<file path="config.mk">
export PLATFORM = sky130hd
export DESIGN_NAME = parallel_bus_master
export DESIGN_NICKNAME = d
export VERILOG_FILES = /design/src/rtl/parallel_bus_master.sv
export SDC_FILE = /design/constraint.sdc
export NUM_CORES = 1
export LEC_CHECK = 0
export CAP_MARGIN = 20
export CORE_ASPECT_RATIO = 1.5
export CORE_UTILIZATION = 44
export DETAILED_ROUTE_END_ITERATION = 16
export PLACE_DENSITY = 0.68
export SLEW_MARGIN = 20
export SYNTH_ARGS = -nofsm -noshare
export SYNTH_HDL_FRONTEND = slang
export SYNTH_SLANG_ARGS = --single-unit
</file>
<file path="constraint.sdc">
create_clock -name clock -period 2.4 [get_ports clock]
set_input_delay 0.24 -clock clock [delete_from_list [all_inputs] [get_ports clock]]
set_output_delay 0.24 -clock clock [all_outputs]
set_load 0.005 [all_outputs]
</file>
<file path="src/rtl/parallel_bus_master.sv">
// parallel_bus_master
//   FPGA-side master for the 8-bit simple parallel bus. Takes one command at a
//   time (write a full word or read a full word at an address), runs one
//   address phase followed by TRANSACTIONS_PER_WORD data phases (MSB slice
//   first) with a four-phase enable/ack_valid handshake, and returns the read
//   word or a timeout status.
//
// Ports
//   clock, reset_n          : clock (rising edge), async active-low reset
//   cmd_valid / cmd_ready   : command handshake; a command is taken on a cycle
//                             where both are high. cmd_ready is high only in
//                             IDLE; cmd_valid while busy is ignored.
//   cmd_read, cmd_address,  : command contents (1=read word, 0=write word)
//   cmd_wdata
//   rsp_valid, rsp_timeout, : one-cycle completion pulse, abort flag, read word
//   rsp_rdata
//   error_count             : saturating count of aborted commands
//   bus_out, bus_oe, bus_in : bus value driven / drive enable / sampled value
//   read, register_select,  : bus control pins (register_select 0=address,
//   enable, ack_valid         1=data); ack_valid is treated as synchronous
//   state_debug             : current FSM state encoding

module parallel_bus_master #(
  parameter int WIDTH                 = 8,
  parameter int TRANSACTIONS_PER_WORD = 2,
  parameter int SETUP_CYCLES          = 2,
  parameter int HOLD_CYCLES           = 4,
  parameter int GAP_CYCLES            = 2,
  parameter int TIMEOUT_CYCLES        = 255
) (
  input  logic                                  clock,
  input  logic                                  reset_n,
  input  logic                                  cmd_valid,
  output logic                                  cmd_ready,
  input  logic                                  cmd_read,
  input  logic [WIDTH-1:0]                      cmd_address,
  input  logic [TRANSACTIONS_PER_WORD*WIDTH-1:0] cmd_wdata,
  output logic                                  rsp_valid,
  output logic                                  rsp_timeout,
  output logic [TRANSACTIONS_PER_WORD*WIDTH-1:0] rsp_rdata,
  output logic [15:0]                           error_count,
  output logic [WIDTH-1:0]                      bus_out,
  output logic                                  bus_oe,
  input  logic [WIDTH-1:0]                      bus_in,
  output logic                                  read,
  output logic                                  register_select,
  output logic                                  enable,
  input  logic                                  ack_valid,
  output logic [2:0]                            state_debug
);

  localparam int WW    = TRANSACTIONS_PER_WORD * WIDTH;
  localparam int PH_W  = $clog2(TRANSACTIONS_PER_WORD + 1);
  localparam int IDX_W = $clog2(WW);
  localparam int CYC_W = 8;
  localparam int TO_W  = $clog2(TIMEOUT_CYCLES + 1);

  typedef enum logic [2:0] {
    IDLE, SETUP, STROBE, HOLD, RELEASE, GAP, DONE
  } state_t;

  state_t            state, state_d;
  logic [PH_W-1:0]   phase, phase_d;
  logic [CYC_W-1:0]  cyc, cyc_d;
  logic [TO_W-1:0]   to_cnt, to_cnt_d;
  logic              rd_q, rd_d;
  logic [WW-1:0]     wdata_q, wdata_d;
  // Read word under assembly; copied to rsp_rdata only at completion so the
  // previous read result stays stable while a new read is in flight.
  logic [WW-1:0]     work, work_d;
  logic              cmd_ready_d, rsp_valid_d, rsp_timeout_d;
  logic [WW-1:0]     rsp_rdata_d;
  logic [15:0]       error_count_d;
  logic [WIDTH-1:0]  bus_out_d;
  logic              bus_oe_d, read_d, register_select_d, enable_d;
  logic [IDX_W-1:0]  lo_cur, lo_next;
  logic              abort, enter_done;

  assign state_debug = state;

  always_ff @(posedge clock or negedge reset_n) begin
    if (!reset_n) begin
      state           <= IDLE;
      phase           <= '0;
      cyc             <= '0;
      to_cnt          <= '0;
      rd_q            <= 1'b0;
      wdata_q         <= '0;
      work            <= '0;
      cmd_ready       <= 1'b0;
      rsp_valid       <= 1'b0;
      rsp_timeout     <= 1'b0;
      rsp_rdata       <= '0;
      error_count     <= '0;
      bus_out         <= '0;
      bus_oe          <= 1'b1;
      read            <= 1'b0;
      register_select <= 1'b0;
      enable          <= 1'b0;
    end else begin
      state           <= state_d;
      phase           <= phase_d;
      cyc             <= cyc_d;
      to_cnt          <= to_cnt_d;
      rd_q            <= rd_d;
      wdata_q         <= wdata_d;
      work            <= work_d;
      cmd_ready       <= cmd_ready_d;
      rsp_valid       <= rsp_valid_d;
      rsp_timeout     <= rsp_timeout_d;
      rsp_rdata       <= rsp_rdata_d;
      error_count     <= error_count_d;
      bus_out         <= bus_out_d;
      bus_oe          <= bus_oe_d;
      read            <= read_d;
      register_select <= register_select_d;
      enable          <= enable_d;
    end
  end

  always_comb begin
    state_d           = state;
    phase_d           = phase;
    cyc_d             = cyc;
    to_cnt_d          = to_cnt;
    rd_d              = rd_q;
    wdata_d           = wdata_q;
    work_d            = work;
    cmd_ready_d       = 1'b0;
    rsp_valid_d       = 1'b0;
    rsp_timeout_d     = rsp_timeout;
    rsp_rdata_d       = rsp_rdata;
    error_count_d     = error_count;
    bus_out_d         = bus_out;
    bus_oe_d          = bus_oe;
    read_d            = read;
    register_select_d = register_select;
    enable_d          = enable;
    abort             = 1'b0;
    enter_done        = 1'b0;
    // Slice numbering: data phase 1 carries the most significant slice.
    lo_cur  = IDX_W'((TRANSACTIONS_PER_WORD - int'(phase)) * WIDTH);
    lo_next = IDX_W'((TRANSACTIONS_PER_WORD - 1 - int'(phase)) * WIDTH);

    case (state)
      IDLE: begin
        cmd_ready_d = 1'b1;
        if (cmd_valid && cmd_ready) begin
          cmd_ready_d       = 1'b0;
          rd_d              = cmd_read;
          wdata_d           = cmd_wdata;
          phase_d           = '0;
          cyc_d             = '0;
          register_select_d = 1'b0;
          read_d            = 1'b0;
          bus_oe_d          = 1'b1;
          bus_out_d         = cmd_address;
          if (cmd_read) work_d = '0;
          state_d           = SETUP;
        end
      end
      SETUP: begin
        // Data phase of a read: bus_oe already dropped on the previous edge,
        // so raising read now never overlaps with the master driving.
        if (rd_q && phase != '0) read_d = 1'b1;
        if (cyc == CYC_W'(SETUP_CYCLES - 1)) begin
          enable_d = 1'b1;
          to_cnt_d = '0;
          state_d  = STROBE;
        end else begin
          cyc_d = cyc + 1'b1;
        end
      end
      STROBE: begin
        if (ack_valid) begin
          cyc_d   = '0;
          state_d = HOLD;
        end else if (to_cnt == TO_W'(TIMEOUT_CYCLES - 1)) begin
          abort = 1'b1;
        end else begin
          to_cnt_d = to_cnt + 1'b1;
        end
      end
      HOLD: begin
        if (cyc == CYC_W'(HOLD_CYCLES - 1)) begin
          if (rd_q && phase != '0) work_d[lo_cur +: WIDTH] = bus_in;
          enable_d = 1'b0;
          to_cnt_d = '0;
          state_d  = RELEASE;
        end else begin
          cyc_d = cyc + 1'b1;
        end
      end
      RELEASE: begin
        if (!ack_valid) begin
          cyc_d   = '0;
          state_d = GAP;
        end else if (to_cnt == TO_W'(TIMEOUT_CYCLES - 1)) begin
          abort = 1'b1;
        end else begin
          to_cnt_d = to_cnt + 1'b1;
        end
      end
      GAP: begin
        if (cyc == CYC_W'(GAP_CYCLES - 1)) begin
          if (phase == PH_W'(TRANSACTIONS_PER_WORD)) begin
            enter_done = 1'b1;
          end else begin
            phase_d           = phase + 1'b1;
            register_select_d = 1'b1;
            cyc_d             = '0;
            state_d           = SETUP;
            if (rd_q) bus_oe_d = 1'b0;
            else      bus_out_d = wdata_q[lo_next +: WIDTH];
          end
        end else begin
          cyc_d = cyc + 1'b1;
        end
      end
      DONE: begin
        // First DONE cycle carries rsp_valid; bus_oe returns one cycle after
        // read dropped, and cmd_ready rises one cycle after that.
        if (cyc == '0) begin
          bus_oe_d = 1'b1;
          cyc_d    = 1;
        end else begin
          cmd_ready_d = 1'b1;
          state_d     = IDLE;
        end
      end
      default: state_d = IDLE;
    endcase

    if (abort) begin
      enable_d   = 1'b0;
      enter_done = 1'b1;
      if (error_count != 16'hFFFF) error_count_d = error_count + 16'd1;
    end

    if (enter_done) begin
      rsp_valid_d       = 1'b1;
      rsp_timeout_d     = abort;
      read_d            = 1'b0;
      register_select_d = 1'b0;
      cyc_d             = '0;
      state_d           = DONE;
      if (rd_q) rsp_rdata_d = work_d;
    end
  end

endmodule
</file>
==> impl_metrics.ini, run 1 <==
[status]
status = completed

[global_route]
grtUsageTotal = 0.2134
grtUsageMet2 = 0.3681
grt_util_met1 = 0.2622
grt_pass1_vias = 3749
grt-ovfl-total = 0
grt_max_degree = 53
grt_pass1_wl_um = 18550
busiest_layer = met2
antenna_found_initial = 0
met3_usage = 0.04175

[sta]
hold_viol_final = 0
fin_ws_ns = 0.2420
grt_setup_unrepaired = no
clock_skew_ns = 0.007525
min_period_over_period = 0.8991
layout_min_cycle_time_ns = 2.158
relSlewSlack = 0.5635
tightest_slew_ns = 0.6547
tns_ns = 0
setup_violations = 0
max_freq_mhz = 463.4
slew_violations = 0

[clock_network]
cts_max_level = 3
cts.repair.resized = 0
cts.clk_slew.worst_paths_ns = 0.07
worst_skew_pair.late_latency_ns = 0.35
clkSinkCount = 101
cts_made_buffers = 9
cts_buffer_depth = 2
cts_tree = built
root_buffer = clkbuf_16

[route]
routedWlPerCell_um = 16.79
firstDrtPassIters = 4
wl_um = 11080
drc = 0
vias = 3607
ant_nets = 0
drtIter0Drc = 238
vias_per_cell = 5.465

[final_layout]
drive_above_1_share = 0.1744
syn2layout_area_growth_pct = 29.88
diodes = 0
final_nets = 556
multiInputGateArea_sq_um = 2167
n_fill_cell = 926
seqCellArea_sq_um = 2529

[yosys]
synthTopCellsByCount = 100 x dfrtp_1, 33 x mux2_2, 30 x nand2_1
synth_cell_types = 66
syn_nets = 457
synth_top_area_cell = dfrtp_1
synth_area_sq_um = 4803
synth_seq_cells = 101
netlist_instances = 412
async_reset_ff_frac = 1.000
synth_edf_count = 0
ys_seq_area_frac = 0.5264
synth_area_leaders = dfrtp_1 52%, mux2_2 7.7%, a22o_1 2.9%, mux2_1 2.3%, nand2_1 2.3%
synthFlopType = dfrtp_1
netlist.area_leader.share = 0.5210
synth_area_per_cell_sq_um = 11.66
yosysMostFrequentCell = dfrtp_1
ys.warnings.count = 0

[setup_path]
crit_buf_inv = 2
crit_type = register to register
cp_top_family = simple AND/OR/NAND/NOR gates
crit_arrival_ns = 2.39
cp_max_fo = 16
required_ns = 2.63
worstRegToRegCells = 7
cpPeakStageDelay_ns = 0.46
endpoint_kind = register
crit_chain = nor4_2 > buf_12 > nand4_1 > a21boi_4 > inv_4 > nand2_4 > mux2_1
startpoint_type = register
slowest_stage = dfrtp_1
worstReg2RegEnd = rsp_rdata[10]
timing.rr.start = cyc[2]
r2r_slack_ns = 0.24

[placement]
place_congestion = 0.8250
dp_slack_ns = 0.1034
port_buffers = 86
dpl.hpwl_um = 7998

[run]
maxCapViolations = 0

[floorplan]
initial_core_util = 0.4536
pin_count = 87
fp.dieArea_sq_um = 11350
core_area_sq_um = 10590
dieWidth_um = 87.31
die_h_um = 130.0
num_rows = 46

[pwr]
p_leak_nw = 2.719
peakVddDrop_mv = 0.7006
p_per_area_nw_per_um2 = 912.4

[worst_hold_path]
holdCritPathClass = input port to asynchronous set/reset pin
==> cell families after synthesis <==
logic type | synth area share
and+or+nand+nor | 0.1529
AOI/OAI and AO/OA | 0.1206
muxes | 0.1216
xor gates and xnor gates | 0.03464
DFF | 0.5264
adders and majority gates | 0.02084
buffers and inverters | 0.02292
==> stage by stage <==
step                      hold slack (ns)  instance area (sq um)  utilization  power (W)  cells
final                              0.4857                   6238       0.5891   0.005692    660
after global routing               0.5046                   6238       0.5891   0.006028    660
after CTS                          0.4907                   6238       0.5891   0.005751    660
after detailed placement           0.3154                   5912       0.5582   0.004202    643
after global placement             0.3108                   5912       0.5582   0.004128    643
after floorplan                  -0.05559                   4803            -   0.003417    412
==> routing by layer <==
metal / routed length (um) / vias up
met5: 0 / -
met1: 4529 / 1796
met3: 412 / 14
met4: 184 / 0
li1: - / 1713
met2: 5956 / 84
==> where the power goes <==
| part | internal [W] | leakage [nW] | switching (W) |
|---|---|---|---|
| clock | 0.000834 | 0.151 | 0.000687 |
| sequential | 0.00204 | 1.34 | 0.000309 |
| combinational | 0.000939 | 1.23 | 0.000880 |
| total | 0.00382 | 2.72 | 0.00188 |
==> sequential cells by signal, indices dropped and copies added, names as in the netlist <==
name and flops:
error_count 16, rsp_rdata 16, wdata_q 16, work 16, bus_out 8, cyc 8, to_cnt 8, state_debug 3
phase 2, bus_oe 1, cmd_ready 1, enable 1, rd_q 1, read 1, register_select 1, rsp_timeout 1
rsp_valid 1
==> how the worst max path moves through the flow <==
| stage | startpoint | endpoint | cells after the start |
|---|---|---|---|
| 2_1_floorplan | phase[0] | rsp_rdata[10] | 9 |
| 3_3_place_gp | ack_valid | error_count[8] | 6 |
| 3_5_place_dp | ack_valid | error_count[8] | 6 |
| 4_1_cts | cyc[2] | rsp_rdata[11] | 7 |
| 5_1_grt | state_debug[1] | error_count[8] | 5 |
| 6_report | cyc[2] | rsp_rdata[10] | 7 |
==> repair_timing <==
| item | in CTS | in global routing |
|---|---|---|
| hold buffers | 1 | 0 |
| endpoints found under the setup margin | 0 | 0 |
| hold endpoints to repair | 49 | 0 |
| buffers inserted | 0 | 0 |
==> layout by cell type (no fill, tap or decap), types with 3 or more instances in the layout <==
cell type / count
ha_1: 8
a31oi_1: 7
a211oi_1: 3
clkbuf_16: 9
nor3_1: 10
a22o_1: 16
mux2i_1: 10
nand4_1: 8
clkdlybuf4s50_1: 85
nor2_1: 27
dfrtp_1: 100
a21oi_1: 21
buf_4: 15
a41oi_1: 4
mux2_1: 10
mux2_2: 33
xnor2_1: 9
inv_1: 7
o21ai_0: 10
xor2_1: 10
nand3_1: 20
nand2_1: 30
and4_1: 3
==> area by class of cell <==
| type | instances | share of cell area |
|---|---|---|
| flip-flops and latches | 101 | 0.4053 |
| multi-input cells | 288 | 0.3474 |
| repair buffers | 103 | 0.1625 |
| clock buffers | 9 | 0.03610 |
| well taps | 144 | 0.02888 |
| clock inverters | 7 | 0.01464 |
| inverters | 8 | 0.005215 |
Note: power is estimated with default switching activity, not from simulation.
==> inputs of run 2 (changes only) <==
--- a/config.mk
+++ b/config.mk
@@ -6,9 +6,9 @@
 export NUM_CORES = 1
 export LEC_CHECK = 0
 export CAP_MARGIN = 20
-export CORE_ASPECT_RATIO = 1.5
 export CORE_UTILIZATION = 44
 export DETAILED_ROUTE_END_ITERATION = 16
+export GPL_TIMING_DRIVEN = 0
 export PLACE_DENSITY = 0.68
 export SLEW_MARGIN = 20
 export SYNTH_ARGS = -nofsm -noshare
==> run 2 against run 1 <==
Net effect:
- sequential power hardly changed
- non-clock buffer count is 4 higher
- worst setup slack worse by 0.077 ns
- total power is 10% lower
- die area hardly changed
- combinational power is 4% lower
- clock-buffer cell count is 1 higher
- sequential share of layout area is 0.96 points higher
- cell area is 2.3% lower
- hold slack worse by 0.14 ns
- largest power group unchanged
- first-iteration DRC count is 33% lower
- core utilization is 0.66 points lower
- critical endpoint is now rsp_rdata[6]
==> impl_metrics.ini, run 2 (synthesized netlist as in run 1, its figures left out) <==
[setup_path]
cpPeakStageDelay_ns = 0.34
crit_type = register to register
startpoint_type = register
r2r_slack_ns = 0.16
crit_chain = buf_4 > inv_1 > ha_1 > nand4_1 > a21boi_4 > inv_4 > nand2_4 > buf_6 > mux2_1
worstRegToRegCells = 9
cp_max_fo = 10
worstReg2RegEnd = rsp_rdata[6]
timing.rr.start = phase[0]
required_ns = 2.66
worst-path-stages = 9
slowest_stage = dfrtp_1
crit_arrival_ns = 2.49
crit_buf_inv = 4
cp_top_family = buffers and inverters
endpoint_kind = register

[route]
ant_nets = 0
firstDrtPassIters = 4
drtIter0Drc = 159
routedWlPerCell_um = 16.06
wl_um = 10530
vias = 3580
drc = 0
vias_per_cell = 5.457

[pwr]
p_leak_nw = 2.663
peakVddDrop_mv = 0.4556
p_per_area_nw_per_um2 = 837.9
fin_total_pwr_w = 0.005107

[floorplan]
initial_core_util = 0.4591
core_area_sq_um = 10460
num_rows = 37
pin_count = 87
die_h_um = 106.5
fp.dieArea_sq_um = 11340
dieWidth_um = 106.5

[final_layout]
diodes = 0
seqCellArea_sq_um = 2529
fin_util = 0.5825
stdcell_area_sq_um = 6095
n_fill_cell = 921
drive_above_1_share = 0.1692
syn2layout_area_growth_pct = 26.88
final_cell_mix = 100 x dfrtp_1, 85 x clkdlybuf4s50_1, 33 x mux2_2
final_nets = 560
multiInputGateArea_sq_um = 2170
layout.cells.most_common = dfrtp_1

[run]
maxCapViolations = 0

[worst_hold_path]
holdCritPathClass = input port to asynchronous set/reset pin

[sta]
tns_ns = 0
hold_viol_final = 0
fin_ws_ns = 0.1649
max_freq_mhz = 447.4
grt_setup_unrepaired = no
min_period_over_period = 0.9313
tightest_slew_ns = 0.6168
setup_violations = 0
clock_skew_ns = 0.01047
slew_violations = 0
relSlewSlack = 0.5873
layout_min_cycle_time_ns = 2.235

[global_route]
grtUsageMet2 = 0.3131
grt_util_met1 = 0.2679
grt_max_degree = 63
busiest_layer = met2
grt_pass1_wl_um = 17640
met3_usage = 0.05089
grt-ovfl-total = 0
antenna_found_initial = 0
grtUsageTotal = 0.1986
grt_pass1_vias = 3579

[placement]
place_area_sq_um = 5863
port_buffers = 86
dpl.hpwl_um = 7404
dp_slack_ns = -0.04721
place_congestion = 0.8541

[status]
status = completed

[clock_network]
worst_skew_pair.late_latency_ns = 0.38
clkSinkCount = 101
cts_max_level = 3
cts_buffer_depth = 2
cts.clk_slew.worst_paths_ns = 0.11
cts_made_buffers = 9
root_buffer = clkbuf_8
cts_tree = built
-- run 2: final cells by class --
cell class                 instances  area share
buffer                            15     0.01355
clock buffer                      10     0.02094
clock inverter                     6    0.008828
inverter                           8    0.005338
multi-input combinational        288      0.3560
sequential                       101      0.4149
tap                              136     0.02792
timing repair buffer              92      0.1525
-- run 2: worst max path at each step --
stage | from | endpoint | slack (ns)
floorplan | phase[0] | rsp_rdata[10] | 0.38
finish | phase[0] | rsp_rdata[6] | 0.16
detailed placement | ack_valid | rsp_rdata[6] | -0.05
global placement | reset_n | work[4] | -2.73
CTS | cyc[2] | work[3] | 0.01
global route | phase[0] | rsp_rdata[6] | 0.002
-- run 2: what timing repair did --
item	CTS	global route
buffers inserted	0	4
hold buffers	1	0
endpoints found under the hold margin	38	0
pin swaps	0	2
resized for setup	1	2
setup endpoints to repair	17	28
-- run 2: stage by stage --
stage / hold WS [ns] / cells
after floorplan: -0.05559 / 412
after global placement: 0.4675 / 634
after detailed placement: 0.1774 / 635
after CTS: 0.3421 / 652
after global routing: 0.3653 / 656
final: 0.3420 / 656
-- run 2: metal layers --
metal | wire length (um) | up-vias
met4 | 144 | 0
met3 | 578 | 16
li1 | - | 1717
met5 | 0 | -
met2 | 4922 | 110
met1 | 4887 | 1737
-- run 2: power breakdown --
part	internal, W	leakage [nW]	switching (W)
clock	0.000402	0.0955	0.000640
combinational	0.000879	1.23	0.000865
sequential	0.00204	1.34	0.000278
==> inputs of run 3 (changes only) <==
--- a/config.mk
+++ b/config.mk
@@ -10,7 +10,8 @@
 export DETAILED_ROUTE_END_ITERATION = 16
 export GPL_TIMING_DRIVEN = 0
 export PLACE_DENSITY = 0.68
-export SLEW_MARGIN = 20
+export SKIP_CTS_REPAIR_TIMING = 1
+export SLEW_MARGIN = 15
 export SYNTH_ARGS = -nofsm -noshare
 export SYNTH_HDL_FRONTEND = slang
 export SYNTH_SLANG_ARGS = --single-unit
==> run 3 against run 2 <==
Net effect:
- non-clock buffer count unchanged
- die area unchanged
- core utilization increased by 0.072 points
- via count barely moved
- flip-flop and latch count unchanged
- critical path depth unchanged
- cell area increased by 0.12%
- worst setup slack worse by 0.0027 ns
- global-route usage about the same
- maximum frequency decreased by 0.12%
- sequential share of layout area decreased by 0.051 points
==> impl_metrics.ini, run 3 (synthesized netlist as in run 1, its figures left out) <==
[sta]
relSlewSlack = 0.6004
min_period_over_period = 0.9324
slew_violations = 0
layout_min_cycle_time_ns = 2.238
clock_skew_ns = 0.01023
tightest_slew_ns = 0.5972
hold_slack_ns = 0.3415
max_freq_mhz = 446.9
hold_viol_final = 0
setup_violations = 0
grt_setup_unrepaired = no

[route]
wl_um = 10540
firstDrtPassIters = 4
ant_nets = 0
vias = 3582
vias_per_cell = 5.460
drc = 0
routedWlPerCell_um = 16.06
drtIter0Drc = 135

[floorplan]
die_h_um = 106.5
pin_count = 87
dieWidth_um = 106.5
fp.dieArea_sq_um = 11340
initial_core_util = 0.4591
num_rows = 37
core_area_sq_um = 10460

[global_route]
grt-ovfl-total = 0
grt_pass1_wl_um = 17630
grt_pass1_vias = 3574
grt_max_degree = 63
antenna_found_initial = 0
grtUsageTotal = 0.1984

[final_layout]
final_cell_mix = 100 x dfrtp_1, 85 x clkdlybuf4s50_1, 33 x mux2_2
n_fill_cell = 921
fin_util = 0.5832
layout.cells.most_common = dfrtp_1
final_nets = 560
diodes = 0
final_cell_count_no_fill = 656
stdcell_area_sq_um = 6102
syn2layout_area_growth_pct = 27.04
drive_above_1_share = 0.1712

[clock_network]
cts_made_buffers = 9
cts_buffer_depth = 2
cts_max_level = 3
root_buffer = clkbuf_8
cts.clk_slew.worst_paths_ns = 0.11
worst_skew_pair.late_latency_ns = 0.38
clkSinkCount = 101
cts_tree = built

[setup_path]
startpoint_type = register
slowest_stage = dfrtp_1
worstRegToRegCells = 9
worstReg2RegEnd = rsp_rdata[6]
crit_type = register to register
crit_chain = buf_6 > clkinvlp_4 > ha_1 > nand4_1 > a21boi_4 > inv_4 > nand2_4 > buf_6 > mux2_1
startpoint = phase[0]
crit_arrival_ns = 2.50
timing.rr.start = phase[0]
endpoint_kind = register
required_ns = 2.66
cp_max_fo = 10
crit_top_cell = buf_6
cpPeakStageDelay_ns = 0.36
r2r_slack_ns = 0.16

[run]
maxCapViolations = 0

[placement]
place_area_sq_um = 5863
dpl.hpwl_um = 7404
dpl.cell_count = 635
place_congestion = 0.8541
port_buffers = 86

[pwr]
peakVddDrop_mv = 0.4562
p_leak_nw = 2.664
p_per_area_nw_per_um2 = 837.6
fin_total_pwr_w = 0.005111

[worst_hold_path]
holdCritPathClass = input port to asynchronous set/reset pin

[status]
status = completed
## run 3: cell types whose count changed in the layout (fill, tap and decap cells not counted), sizes merged
cell      before  now
clkinvlp       0    1
inv           13   12
## run 3: worst max-delay path by stage
stage / endpoint / slack (ns)
after floorplan: rsp_rdata[10] / 0.38
after global placement: work[4] / -2.73
after detailed placement: rsp_rdata[6] / -0.05
after CTS: rsp_rdata[6] / -0.05
after global routing: rsp_rdata[6] / 0.02
final: rsp_rdata[6] / 0.16
## run 3: per-layer routing
layer / vias to the layer above / part of all wire / global-route usage
met3: 12 / 0.055 / 0.05150
met2: 97 / 0.47 / 0.3126
met5: - / 0 / 0
li1: 1723 / - / -
met4: 0 / 0.013 / 0.06360
met1: 1750 / 0.46 / 0.2675
## run 3: power by group
part	internal (W)	switching (W)
Combinational	0.000879	0.000871
Clock	0.000402	0.000639
Sequential	0.00204	0.000279
## run 3: cell type report
| cell class | instances | area (sq um) | share of cell area |
|---|---|---|---|
| sequential | 101 | 2529 | 0.4144 |
| multi-input combinational | 288 | 2170 | 0.3555 |
| timing repair buffer | 92 | 929.6 | 0.1523 |
| tap | 136 | 170.2 | 0.02789 |
| clock buffer | 10 | 127.6 | 0.02091 |
| buffer | 15 | 86.33 | 0.01415 |
| clock inverter | 6 | 53.80 | 0.008817 |
| inverter | 8 | 36.28 | 0.005946 |
## run 3: metrics by stage
step,TNS [ns],setup WS (ns)
after CTS,-0.5323,-0.05428
after detailed placement,-0.4084,-0.04721
after global placement,-274.08,-2.733
after global routing,0,0.02263
final,0,0.1622
after floorplan,0,0.3798
## run 3: worst max-delay path: cells and delay by family, from the launching register on
family / cells / cell delay [ns]
compound gates: 1 / 0.26
flops: 1 / 0.36
simple gates: 2 / 0.26
mux: 1 / 0.33
buf+inv: 4 / 0.62
fa+ha+maj: 1 / 0.27
